==> config.mk <==
export PLATFORM = sky130hd
export DESIGN_NAME = mc_cpu
export DESIGN_NICKNAME = d
export VERILOG_FILES = /design/src/rtl/mc_cpu_pkg.sv /design/src/rtl/mc_cpu_call_stack.sv /design/src/rtl/mc_cpu.sv
export SDC_FILE = /design/constraint.sdc
export NUM_CORES = 1
export LEC_CHECK = 0
export BUFFER_PORTS_ARGS = -buffer_cell sky130_fd_sc_hd__buf_2
export CAP_MARGIN = 20
export CORE_ASPECT_RATIO = 1.5
export CORE_MARGIN = 5
export CORE_UTILIZATION = 40
export CTS_CLUSTER_SIZE = 25
export DETAILED_ROUTE_END_ITERATION = 16
export GPL_ROUTABILITY_DRIVEN = 0
export GPL_TIMING_DRIVEN = 0
export MAX_ROUTING_LAYER = met4
export PLACE_DENSITY = 0.6
export SYNTH_ARGS = -nofsm -noshare
export SYNTH_HDL_FRONTEND = slang
export SYNTH_SLANG_ARGS = --single-unit
==> constraint.sdc <==
create_clock -name clk -period 4.1 [get_ports clk]
set_input_delay 0.82 -clock clk [delete_from_list [all_inputs] [get_ports clk]]
set_output_delay 0.82 -clock clk [all_outputs]
set_load 0.02 [all_outputs]
==> src/rtl/mc_cpu_pkg.sv <==
// Shared encodings for the multi-cycle 19-bit core: opcodes, ALU functions,
// FSM state codes and instruction field positions.
package mc_cpu_pkg;

    localparam int ILEN      = 19;
    localparam int OP_MSB    = 18;
    localparam int OP_LSB    = 15;
    localparam int RD_MSB    = 14;
    localparam int RD_LSB    = 11;
    localparam int RS1_MSB   = 10;
    localparam int RS1_LSB   = 7;
    localparam int RS2_MSB   = 6;
    localparam int RS2_LSB   = 3;
    localparam int FUNCT_MSB = 2;
    localparam int FUNCT_LSB = 0;
    localparam int ADDR11_W  = 11;
    localparam int BADDR_W   = 7;
    localparam int MADDR_W   = 8;

    typedef enum logic [3:0] {
        OP_ALU   = 4'h0,
        OP_LOAD  = 4'h1,
        OP_STORE = 4'h2,
        OP_BEQ   = 4'h3,
        OP_BNE   = 4'h4,
        OP_JMP   = 4'h5,
        OP_CALL  = 4'h6,
        OP_RET   = 4'h7,
        OP_HALT  = 4'hF
    } opcode_e;

    typedef enum logic [2:0] {
        FN_ADD  = 3'd0,
        FN_SUB  = 3'd1,
        FN_AND  = 3'd2,
        FN_OR   = 3'd3,
        FN_XOR  = 3'd4,
        FN_SHL1 = 3'd5,
        FN_SHR1 = 3'd6,
        FN_SLT  = 3'd7
    } funct_e;

    typedef enum logic [2:0] {
        ST_FETCH  = 3'd0,
        ST_DECODE = 3'd1,
        ST_EXEC   = 3'd2,
        ST_MEM    = 3'd3,
        ST_WB     = 3'd4,
        ST_HALT   = 3'd5
    } state_e;

endpackage

==> src/rtl/mc_cpu_call_stack.sv <==
// Bounded LIFO of return addresses for CALL/RET; the core never pushes
// and pops in the same cycle, and it checks full/empty before asking.
module call_stack #(
    parameter int DEPTH = 8,
    parameter int PC_W  = 11
) (
    input  logic            clk,
    input  logic            rst_n,
    input  logic            push,
    input  logic            pop,
    input  logic [PC_W-1:0] push_data,
    output logic            full,
    output logic            empty,
    output logic [PC_W-1:0] top
);

    localparam int AW = $clog2(DEPTH);
    localparam logic [AW:0]   SP_ONE  = 1;
    localparam logic [AW:0]   SP_FULL = (AW+1)'(DEPTH);
    localparam logic [AW-1:0] IDX_ONE = 1;

    logic [AW:0]     sp_q;
    logic [AW:0]     sp_d;
    logic [AW-1:0]   top_idx;
    logic [PC_W-1:0] mem_q [DEPTH];

    assign full    = (sp_q == SP_FULL);
    assign empty   = (sp_q == '0);
    assign top_idx = sp_q[AW-1:0] - IDX_ONE;
    assign top     = mem_q[top_idx];

    always_comb begin
        sp_d = sp_q;
        if (push && !full) begin
            sp_d = sp_q + SP_ONE;
        end else if (pop && !empty) begin
            sp_d = sp_q - SP_ONE;
        end
    end

    always_ff @(posedge clk or negedge rst_n) begin
        if (!rst_n) begin
            sp_q <= '0;
            for (int i = 0; i < DEPTH; i++) begin
                mem_q[i] <= '0;
            end
        end else begin
            sp_q <= sp_d;
            if (push && !full) begin
                mem_q[sp_q[AW-1:0]] <= push_data;
            end
        end
    end

endmodule

==> src/rtl/mc_cpu.sv <==
// Multi-cycle 19-bit core: FETCH/DECODE/EXEC/MEM/WB sequencer with an inline
// register file and ALU, req/ack instruction and data ports, and a call stack.
module mc_cpu
    import mc_cpu_pkg::*;
#(
    parameter int XLEN        = 19,
    parameter int NREGS       = 16,
    parameter int PC_W        = 11,
    parameter int DADDR_W     = 8,
    parameter int STACK_DEPTH = 8
) (
    input  logic               clk,
    input  logic               reset,
    output logic               imem_req,
    output logic [PC_W-1:0]    imem_addr,
    input  logic               imem_ack,
    input  logic [ILEN-1:0]    imem_rdata,
    output logic               dmem_req,
    output logic               dmem_we,
    output logic [DADDR_W-1:0] dmem_addr,
    output logic [XLEN-1:0]    dmem_wdata,
    input  logic               dmem_ack,
    input  logic [XLEN-1:0]    dmem_rdata,
    output logic [PC_W-1:0]    pc,
    output logic [2:0]         state,
    output logic               retired,
    output logic               halted,
    output logic               err
);

    localparam logic [PC_W-1:0] PC_ONE = 1;
    localparam logic [XLEN-1:0] X_ONE  = 1;

    state_e          state_q, state_d;
    logic [PC_W-1:0] pc_q, pc_d;
    logic [ILEN-1:0] ir_q, ir_d;
    logic [XLEN-1:0] a_q, a_d;
    logic [XLEN-1:0] b_q, b_d;
    logic [XLEN-1:0] c_q, c_d;
    logic [XLEN-1:0] mdr_q, mdr_d;
    logic            retired_q, retired_d;
    logic            err_q, err_d;
    logic [XLEN-1:0] regs_q [16];

    opcode_e         op;
    logic [3:0]      rd_idx, rs1_idx, rs2_idx;
    logic [XLEN-1:0] rs1_val, rs2_val, rd_val;
    logic [XLEN-1:0] alu_res;
    logic [PC_W-1:0] pc_inc, jump_target, branch_target;
    logic            fetch_req;
    logic            rf_we;
    logic [XLEN-1:0] rf_wdata;
    logic            stk_push, stk_pop, stk_full, stk_empty;
    logic [PC_W-1:0] stk_top;

    // Address fields are zero-extended or truncated to the target width.
    function automatic logic [PC_W-1:0] to_pc(input logic [ADDR11_W-1:0] v);
        logic [PC_W-1:0] r;
        r = '0;
        for (int i = 0; i < PC_W && i < ADDR11_W; i++) begin
            r[i] = v[i];
        end
        return r;
    endfunction

    function automatic logic [DADDR_W-1:0] to_daddr(input logic [MADDR_W-1:0] v);
        logic [DADDR_W-1:0] r;
        r = '0;
        for (int i = 0; i < DADDR_W && i < MADDR_W; i++) begin
            r[i] = v[i];
        end
        return r;
    endfunction

    assign op            = opcode_e'(ir_q[OP_MSB:OP_LSB]);
    assign rd_idx        = ir_q[RD_MSB:RD_LSB];
    assign rs1_idx       = ir_q[RS1_MSB:RS1_LSB];
    assign rs2_idx       = ir_q[RS2_MSB:RS2_LSB];
    assign pc_inc        = pc_q + PC_ONE;
    assign jump_target   = to_pc(ir_q[ADDR11_W-1:0]);
    assign branch_target = to_pc({4'b0000, ir_q[BADDR_W-1:0]});

    assign rs1_val = (rs1_idx != 4'd0 && int'(rs1_idx) < NREGS) ? regs_q[rs1_idx] : '0;
    assign rs2_val = (rs2_idx != 4'd0 && int'(rs2_idx) < NREGS) ? regs_q[rs2_idx] : '0;
    assign rd_val  = (rd_idx  != 4'd0 && int'(rd_idx)  < NREGS) ? regs_q[rd_idx]  : '0;

    always_comb begin
        alu_res = '0;
        case (funct_e'(ir_q[FUNCT_MSB:FUNCT_LSB]))
            FN_ADD:  alu_res = a_q + b_q;
            FN_SUB:  alu_res = a_q - b_q;
            FN_AND:  alu_res = a_q & b_q;
            FN_OR:   alu_res = a_q | b_q;
            FN_XOR:  alu_res = a_q ^ b_q;
            FN_SHL1: alu_res = a_q << 1;
            FN_SHR1: alu_res = a_q >> 1;
            FN_SLT:  alu_res = (a_q < b_q) ? X_ONE : '0;
            default: alu_res = '0;
        endcase
    end

    always_comb begin
        state_d   = state_q;
        pc_d      = pc_q;
        ir_d      = ir_q;
        a_d       = a_q;
        b_d       = b_q;
        c_d       = c_q;
        mdr_d     = mdr_q;
        retired_d = 1'b0;
        err_d     = err_q;
        fetch_req = 1'b0;
        dmem_req  = 1'b0;
        dmem_we   = 1'b0;
        rf_we     = 1'b0;
        rf_wdata  = alu_res;
        stk_push  = 1'b0;
        stk_pop   = 1'b0;
        case (state_q)
            ST_FETCH: begin
                fetch_req = 1'b1;
                if (imem_ack) begin
                    ir_d    = imem_rdata;
                    state_d = ST_DECODE;
                end
            end
            ST_DECODE: begin
                a_d     = rs1_val;
                b_d     = rs2_val;
                c_d     = rd_val;
                state_d = ST_EXEC;
            end
            ST_EXEC: begin
                state_d   = ST_FETCH;
                pc_d      = pc_inc;
                retired_d = 1'b1;
                case (op)
                    OP_ALU: rf_we = 1'b1;
                    OP_LOAD, OP_STORE: begin
                        retired_d = 1'b0;
                        state_d   = ST_MEM;
                    end
                    OP_BEQ: if (c_q == a_q) pc_d = branch_target;
                    OP_BNE: if (c_q != a_q) pc_d = branch_target;
                    OP_JMP: pc_d = jump_target;
                    OP_CALL: begin
                        if (stk_full) begin
                            pc_d      = pc_q;
                            retired_d = 1'b0;
                            err_d     = 1'b1;
                            state_d   = ST_HALT;
                        end else begin
                            stk_push = 1'b1;
                            pc_d     = jump_target;
                        end
                    end
                    OP_RET: begin
                        if (stk_empty) begin
                            pc_d      = pc_q;
                            retired_d = 1'b0;
                            err_d     = 1'b1;
                            state_d   = ST_HALT;
                        end else begin
                            stk_pop = 1'b1;
                            pc_d    = stk_top;
                        end
                    end
                    OP_HALT: begin
                        pc_d      = pc_q;
                        retired_d = 1'b0;
                        state_d   = ST_HALT;
                    end
                    default: ;
                endcase
            end
            ST_MEM: begin
                dmem_req = 1'b1;
                dmem_we  = (op == OP_STORE);
                if (dmem_ack) begin
                    if (op == OP_STORE) begin
                        retired_d = 1'b1;
                        state_d   = ST_FETCH;
                    end else begin
                        mdr_d   = dmem_rdata;
                        state_d = ST_WB;
                    end
                end
            end
            ST_WB: begin
                rf_we     = 1'b1;
                rf_wdata  = mdr_q;
                retired_d = 1'b1;
                state_d   = ST_FETCH;
            end
            ST_HALT: ;
            default: state_d = ST_FETCH;
        endcase
    end

    always_ff @(posedge clk or negedge reset) begin
        if (!reset) begin
            state_q   <= ST_FETCH;
            pc_q      <= '0;
            ir_q      <= '0;
            a_q       <= '0;
            b_q       <= '0;
            c_q       <= '0;
            mdr_q     <= '0;
            retired_q <= 1'b0;
            err_q     <= 1'b0;
        end else begin
            state_q   <= state_d;
            pc_q      <= pc_d;
            ir_q      <= ir_d;
            a_q       <= a_d;
            b_q       <= b_d;
            c_q       <= c_d;
            mdr_q     <= mdr_d;
            retired_q <= retired_d;
            err_q     <= err_d;
        end
    end

    // r0 and any index at or beyond NREGS are never written, so they read zero.
    always_ff @(posedge clk or negedge reset) begin
        if (!reset) begin
            for (int i = 0; i < 16; i++) begin
                regs_q[i] <= '0;
            end
        end else if (rf_we && rd_idx != 4'd0 && int'(rd_idx) < NREGS) begin
            regs_q[rd_idx] <= rf_wdata;
        end
    end

    call_stack #(
        .DEPTH (STACK_DEPTH),
        .PC_W  (PC_W)
    ) u_call_stack (
        .clk       (clk),
        .rst_n     (reset),
        .push      (stk_push),
        .pop       (stk_pop),
        .push_data (pc_inc),
        .full      (stk_full),
        .empty     (stk_empty),
        .top       (stk_top)
    );

    // Gating with reset drops the fetch request the moment reset asserts.
    assign imem_req   = fetch_req & reset;
    assign imem_addr  = pc_q;
    assign dmem_addr  = to_daddr(ir_q[MADDR_W-1:0]);
    assign dmem_wdata = c_q;
    assign pc         = pc_q;
    assign state      = state_q;
    assign retired    = retired_q;
    assign halted     = (state_q == ST_HALT);
    assign err        = err_q;

endmodule

==> results of run 1 <==
[layout by cell type (no fill, tap or decap), types with 33 or more instances in the layout]
master / instances
mux2_2: 122
inv_1: 123
xnor2_1: 36
nand2_1: 329
ha_1: 61
clkbuf_16: 50
nor3_1: 38
clkbuf_1: 170
dfrtp_1: 507
mux4_2: 307
buf_1: 33
o22ai_1: 51
o21ai_0: 296
a21oi_1: 111
nor2_1: 142
buf_2: 135
[metrics by stage]
stage,TNS (ns),power (W)
floorplan,0,0.00510
global placement,-3981.18,0.00522
detailed placement,-0.000425,0.00524
CTS,0,0.0101
global route,0,0.0103
finish,0,0.0100
[sequential cells by signal, indices dropped and copies added, names as in the netlist, 3 cells and up]
| name | count |
|---|---|
| ir_q | 19 |
| a_q | 19 |
| dmem_wdata | 19 |
| b_q | 19 |
| u_call_stack.sp_q | 4 |
| imem_addr | 11 |
| mdr_q | 19 |
| u_call_stack.mem_q | 88 |
| state | 3 |
| regs_q | 304 |
[per-layer routing]
layer  global-route usage (%)  part of all wire (%)
met1                     28.1                    34
met2                     45.3                    51
met3                     4.45                   7.5
met4                     15.6                   7.4
met5                        -                     0
[worst max-delay path: stages, from the launching register on]
cell and delay, ns:
dfrtp_1 0.53, inv_1 0.16, ha_1 0.38, o21bai_1 0.13, o211ai_1 0.33, a21oi_1 0.23
o21ai_1 0.47, a21oi_2 0.16, or3_1 0.39, a31oi_2 0.59, buf_2 0.33, mux2_2 0.19
[worst paths after layout]
kind                            cells after the start  slack (ns)                          startpoint                                 end
worst max-delay path                               11        0.12                  a_q[1]$_DFFE_PN0N_             regs_q[188]$_DFFE_PN0P_
worst min-delay path                                1        0.24                               reset                mdr_q[6]$_DFFE_PN0P_
worst max register to register                     11        0.12                  a_q[1]$_DFFE_PN0N_             regs_q[188]$_DFFE_PN0P_
worst min register to register                      2        0.48  u_call_stack.mem_q[82]$_DFFE_PN0P_  u_call_stack.mem_q[82]$_DFFE_PN0P_
max in group asynchronous                           5        1.39                               reset   u_call_stack.mem_q[7]$_DFFE_PN0P_
min in group clk                                    3        0.40                      imem_rdata[15]                ir_q[15]$_DFFE_PN0P_
[cell usage after synthesis, types with 6 or more instances]
master and instances:
a31oi_1 24, buf_1 33, nand3_1 25, mux2_4 10
o22ai_1 51, and3_1 7, o21ai_1 24, nor2b_1 15
a22o_1 19, dfrtp_1 507, o211ai_1 18, nand4_1 11
mux2_2 122, xnor2_1 36, nor3_1 38, a21oi_1 111
o21ai_0 296, a221oi_1 9, inv_1 123, clkbuf_1 167
a21o_1 6, nor4_1 11, nor2_1 142, ha_1 61
nand2b_1 13, buf_2 37, nand2_1 329, o21a_1 6
mux2i_1 26, mux4_2 307, xor2_1 11, buf_4 22
o21bai_1 7, a211oi_1 13
[power groups by stage]
stage | Clock, W | Combinational (W) | Sequential (W)
final | 0.00488 | 0.000135 | 0.00500
after global routing | 0.00512 | 0.000160 | 0.00500
after CTS | 0.00495 | 0.000142 | 0.00500
after detailed placement | 0 | 0.000142 | 0.00510
after global placement | 0 | 0.000123 | 0.00510
after floorplan | 0 | 0.000000881 | 0.00510
[layout make-up]
| cell class | count | area [um2] |
|---|---|---|
| Buffer | 263 | 1130 |
| Clock buffer | 66 | 1440 |
| Clock inverter | 22 | 269 |
| Inverter | 126 | 473 |
| Tap cell | 1008 | 1260 |
| Fill cell | 6966 | 41600 |
| Sequential cell | 507 | 12700 |
| Timing Repair Buffer | 125 | 905 |
| Multi-Input combinational cell | 1835 | 16400 |
[cells by family after synthesis]
| group | after synthesis | share of synthesized area (%) |
|---|---|---|
| compound gates | 633 | 12.2 |
| xor+xnor | 47 | 1.34 |
| fa+ha+maj | 64 | 2.68 |
| buf+inv | 389 | 5.23 |
| flops | 507 | 41.3 |
| mux | 465 | 28.3 |
| simple gates | 626 | 8.86 |
==> summary.txt, run 1 <==
Sw Ratio: 22.0%
Vias: 24,600
WL final: 107 mm
Cell Pwr Density: 289 nW/um2
Slew @ Worst Pin: 1.33 ns
Clk_skew: 0.0275 ns
Synth area leaders: dfrtp_1 41%, mux4_2 23%, o21ai_0 4.8%
Top cell type by total area after synthesis: dfrtp_1
Ys async rst share: 100%
HPWL Detailed: 84.3 mm
Synthesized Nets: 2,837
Top FF cell, synth: dfrtp_1
Worst Slack Setup Final: 0.116 ns
Vias in the first global route: 25,200
CTS tree: yes
Syn Std Cell Area: 30,700 um2
Int Power: 0.00781 W
Peak supply drop: 0.304 mV
CTS resizes: 1
Critical Path Source Type: flip-flop
Critical path class: flip-flop to flip-flop
Pleak: 14.3 nW
Die W: 236 um
Initial antenna violation count: 1
Top cell type's share of synthesized area: 41.3%
TritonCTS buffer count: 49
Port-buffer cells: 99
Layout area overhead: 12.7%
#FFs+latches synth: 507
Grt ovf: 0
H-tree level count: 2
Clock share of power: 48.7%
Clock Sinks: 507
Final Core Density: 45.4%
Core Area: 76,200 um2
EDFF count, synth: 0
Net count, final: 3,013
CP Data Arrival Time: 4.52 ns
Rows: 124
CP Capture Type: flip-flop
Clock latency at the later pin of the worst-skew pair: 0.63 ns
Switch Pwr: 0.00220 W
Synth unique cells: 85
Die span in y: 349 um
Die Footprint: 82,500 um2
Final Max Slew Viols: 0
Critical Path RT: 4.64 ns
Post-DP Area: 32,700 um2
RSZ-0062 raised after global routing: no
Max-cap violations: 0
Min-Delay Path Class: input port to async pin
Final ANT Viol Nets: 0
Antenna Diode Count: 0
Fin Hold WS: 0.239 ns
Largest net degree at the start of global routing: 127
Sequential area share after synthesis: 41.3%
Fin area: 34,600 um2
Maximum clock insertion buffer count: 3
DRC Markers: 0
Endpoints failing setup: 0
Period utilization: 97.2%
Share of cells above drive strength 1: 25.3%
Syn avg cell area: 11.2 um2
Comb pwr share: 1.3%
# placed instances: 3,850
Routed WL per cell: 27.1 um
Reg clk slew, reported paths: 0.07 ns
DR vias/cell: 6.22
Worst slew margin: 11.6%
Ports: 100
Part of the power in registers: 49.9%
Max frequency: 251 MHz
Non-Filler Instances: 3,952
Total track usage: 26.1%
# hold bufs at CTS: 0
Synth Warn #: 0
First-pass GRT wire length: 160 mm
Post-CTS Setup Inserts: 0
Detailed Route Iter0 Violations: 2,537
Outcome: completed
Initial DRT Pass Iterations: 7
Final Hold Viols: 0
Cell count after synthesis: 2,731
Root buffer cell: clkbuf_16
Worst-path fanout max: 10
Post-place setup slack: -0.000425 ns
Crit path time final: 3.98 ns
Initial core utilization: 40.3%
Note: power is estimated with default switching activity, not from simulation.
==> inputs of run 2 (changes only) <==
--- a/config.mk
+++ b/config.mk
@@ -10,6 +10,7 @@
 export CORE_ASPECT_RATIO = 1.5
 export CORE_MARGIN = 5
 export CORE_UTILIZATION = 40
+export CTS_BUF_LIST = sky130_fd_sc_hd__clkbuf_4
 export CTS_CLUSTER_SIZE = 25
 export DETAILED_ROUTE_END_ITERATION = 16
 export GPL_ROUTABILITY_DRIVEN = 0
==> summary.txt, run 2 (synthesis gave the netlist of run 1 again) <==
R2R cell count: 11
First-pass GRT wire length: 161 mm
Fin area: 34,500 um2
Final Max Slew Viols: 0
Rows: 124
Pleak: 14.4 nW
Root buffer cell: clkbuf_4
Worst Hold Depth: 2
Clock Sinks: 507
Peak supply drop: 0.196 mV
Critical path depth: 11
Total track usage: 26.4%
Die Footprint: 82,500 um2
Bufs and invs on worst path: 2
Critical path class: flip-flop to flip-flop
Layout area overhead: 12.5%
Maximum clock insertion buffer count: 3
DR vias/cell: 6.15
Detailed Route Iter0 Violations: 2,326
Period utilization: 97.2%
Endpoints failing setup: 0
Cell Pwr Density: 267 nW/um2
Initial core utilization: 40.3%
Critical path, cell by cell: inv_1 -> fa_1 -> or2_1 -> a221o_1 -> nor3_4 -> o2111ai_1 -> nand4_1 -> nand4_1 -> o22ai_1 -> buf_2 -> o21ai_1
Clock latency at the later pin of the worst-skew pair: 1.06 ns
Max frequency: 251 MHz
Worst slew margin: 16.3%
Vias in the first global route: 25,800
Final Core Density: 45.3%
RSZ-0062 raised after global routing: no
Slowest CP cell: o22ai_1
Net count, final: 3,103
Core Area: 76,200 um2
Reg clk slew, reported paths: 0.07 ns
Final Hold Viols: 0
Grt ovf: 0
Reg2reg setup slack: 0.11 ns
Min-Delay Path Class: input port to flip-flop
TritonCTS buffer count: 117
Die W: 236 um
Crit path time final: 3.99 ns
Largest net degree at the start of global routing: 127
Slew @ Worst Pin: 1.26 ns
Largest register FFs: 304
Post-DP Area: 32,700 um2
Hold Path Sink: mdr_q[14]$_DFFE_PN0P_
Port-buffer cells: 99
Most common cell on crit path: nand4_1
Most frequent cells in the layout: 507 x dfrtp_1, 329 x nand2_1, 307 x mux4_2, 296 x o21ai_0, 167 x clkbuf_1
Share of cells above drive strength 1: 26.9%
Die span in y: 349 um
Initial DRT Pass Iterations: 7
Reg2reg start: a_q[1]$_DFFE_PN0N_
Most common cell after layout, fill and taps aside: dfrtp_1
Max-cap violations: 0
Cell family with most CP delay: compound AO/OA/AOI/OAI gates
Register bank with the most flops: regs_q
Ports: 100
Max stage delay on crit path: 0.73 ns
Biggest regs: regs_q x304, u_call_stack.mem_q x88
HPWL Detailed: 84.3 mm
CP Capture Type: flip-flop
Critical Path RT: 4.99 ns
Worst-path fanout max: 10
DRC Markers: 0
CP Data Arrival Time: 4.87 ns
WL final: 107 mm
Clk_skew: 0.0757 ns
Routed WL per cell: 26.2 um
FF-to-FF End: regs_q[151]$_DFFE_PN0P_
Post-CTS Setup Inserts: 0
Hold path start: dmem_rdata[14]
CTS tree: yes
H-tree level count: 3
Final ANT Viol Nets: 0
Vias: 25,100
Initial antenna violation count: 3
Critical Path Source Type: flip-flop
Outcome: completed
Total power: 0.00921 W
-- run 2: cell count changes in the layout (fill, tap and decap cells not counted), moves of 8 or more --
| cell | previous run | this run |
|---|---|---|
| clkbuf_16 | 50 | 0 |
| clkbuf_4 | 0 | 156 |
| clkbuf_8 | 13 | 0 |
| clkinv_1 | 1 | 27 |
| clkinv_2 | 13 | 5 |
| dlygate4sd3_1 | 0 | 22 |
-- run 2: how the worst max path moves through the flow --
stage | slack [ns] | end | startpoint
2_1_floorplan | 1.04 | regs_q[109]$_DFFE_PN0P_ | a_q[0]$_DFFE_PN0N_
3_3_place_gp | -7.97 | u_call_stack.mem_q[19]$_DFFE_PN0P_ | reset
3_5_place_dp | -0.0004 | regs_q[188]$_DFFE_PN0P_ | a_q[1]$_DFFE_PN0N_
4_1_cts | 0.01 | regs_q[241]$_DFFE_PN0P_ | a_q[1]$_DFFE_PN0N_
5_1_grt | 0.01 | regs_q[151]$_DFFE_PN0P_ | a_q[0]$_DFFE_PN0N_
6_report | 0.11 | regs_q[151]$_DFFE_PN0P_ | a_q[1]$_DFFE_PN0N_
-- run 2: layer usage --
metal	up-vias	track usage [%]	routed length, um
li1	10700	-	-
met5	-	-	0
met2	1453	45.2	54500
met4	0	17.0	8420
met1	12500	27.9	36300
met3	462	4.98	8090
-- run 2: cell type report --
| type | count | area, um2 |
|---|---|---|
| antenna | 7 | 17.5 |
| buffer | 263 | 1130 |
| clock buffer | 156 | 1170 |
| clock inverter | 39 | 241 |
| fill | 7057 | 41600 |
| inverter | 126 | 473 |
| multi-input combinational | 1835 | 16400 |
| sequential | 507 | 12700 |
| tap | 1008 | 1260 |
| timing repair buffer | 147 | 1120 |
-- run 2: repair_timing --
action | in CTS | in global routing
pin swaps | 0 | 0
resized for setup | 1 | 5
endpoints found under the hold margin | 118 | 0
endpoints found under the setup margin | 2 | 50
hold buffers | 22 | 0
-- run 2: per-stage QoR --
stage               std cells  worst slack, ns  hold slack (ns)    TNS, ns
finish                   4088            0.115           0.0474          0
global route             4084           0.0125           0.0283          0
CTS                      4067           0.0101        0.0000391          0
detailed placement       3850        -0.000425            0.466  -0.000425
global placement         3838            -7.97            0.448   -3981.18
floorplan                2731             1.04            0.445          0
-- run 2: where the power goes --
part | switching (W) | total [W] | internal (W)
clock | 0.00211 | 0.00406 | 0.00194
sequential | 0 | 0.00500 | 0.00500
combinational | 0.000113 | 0.000153 | 0.0000397
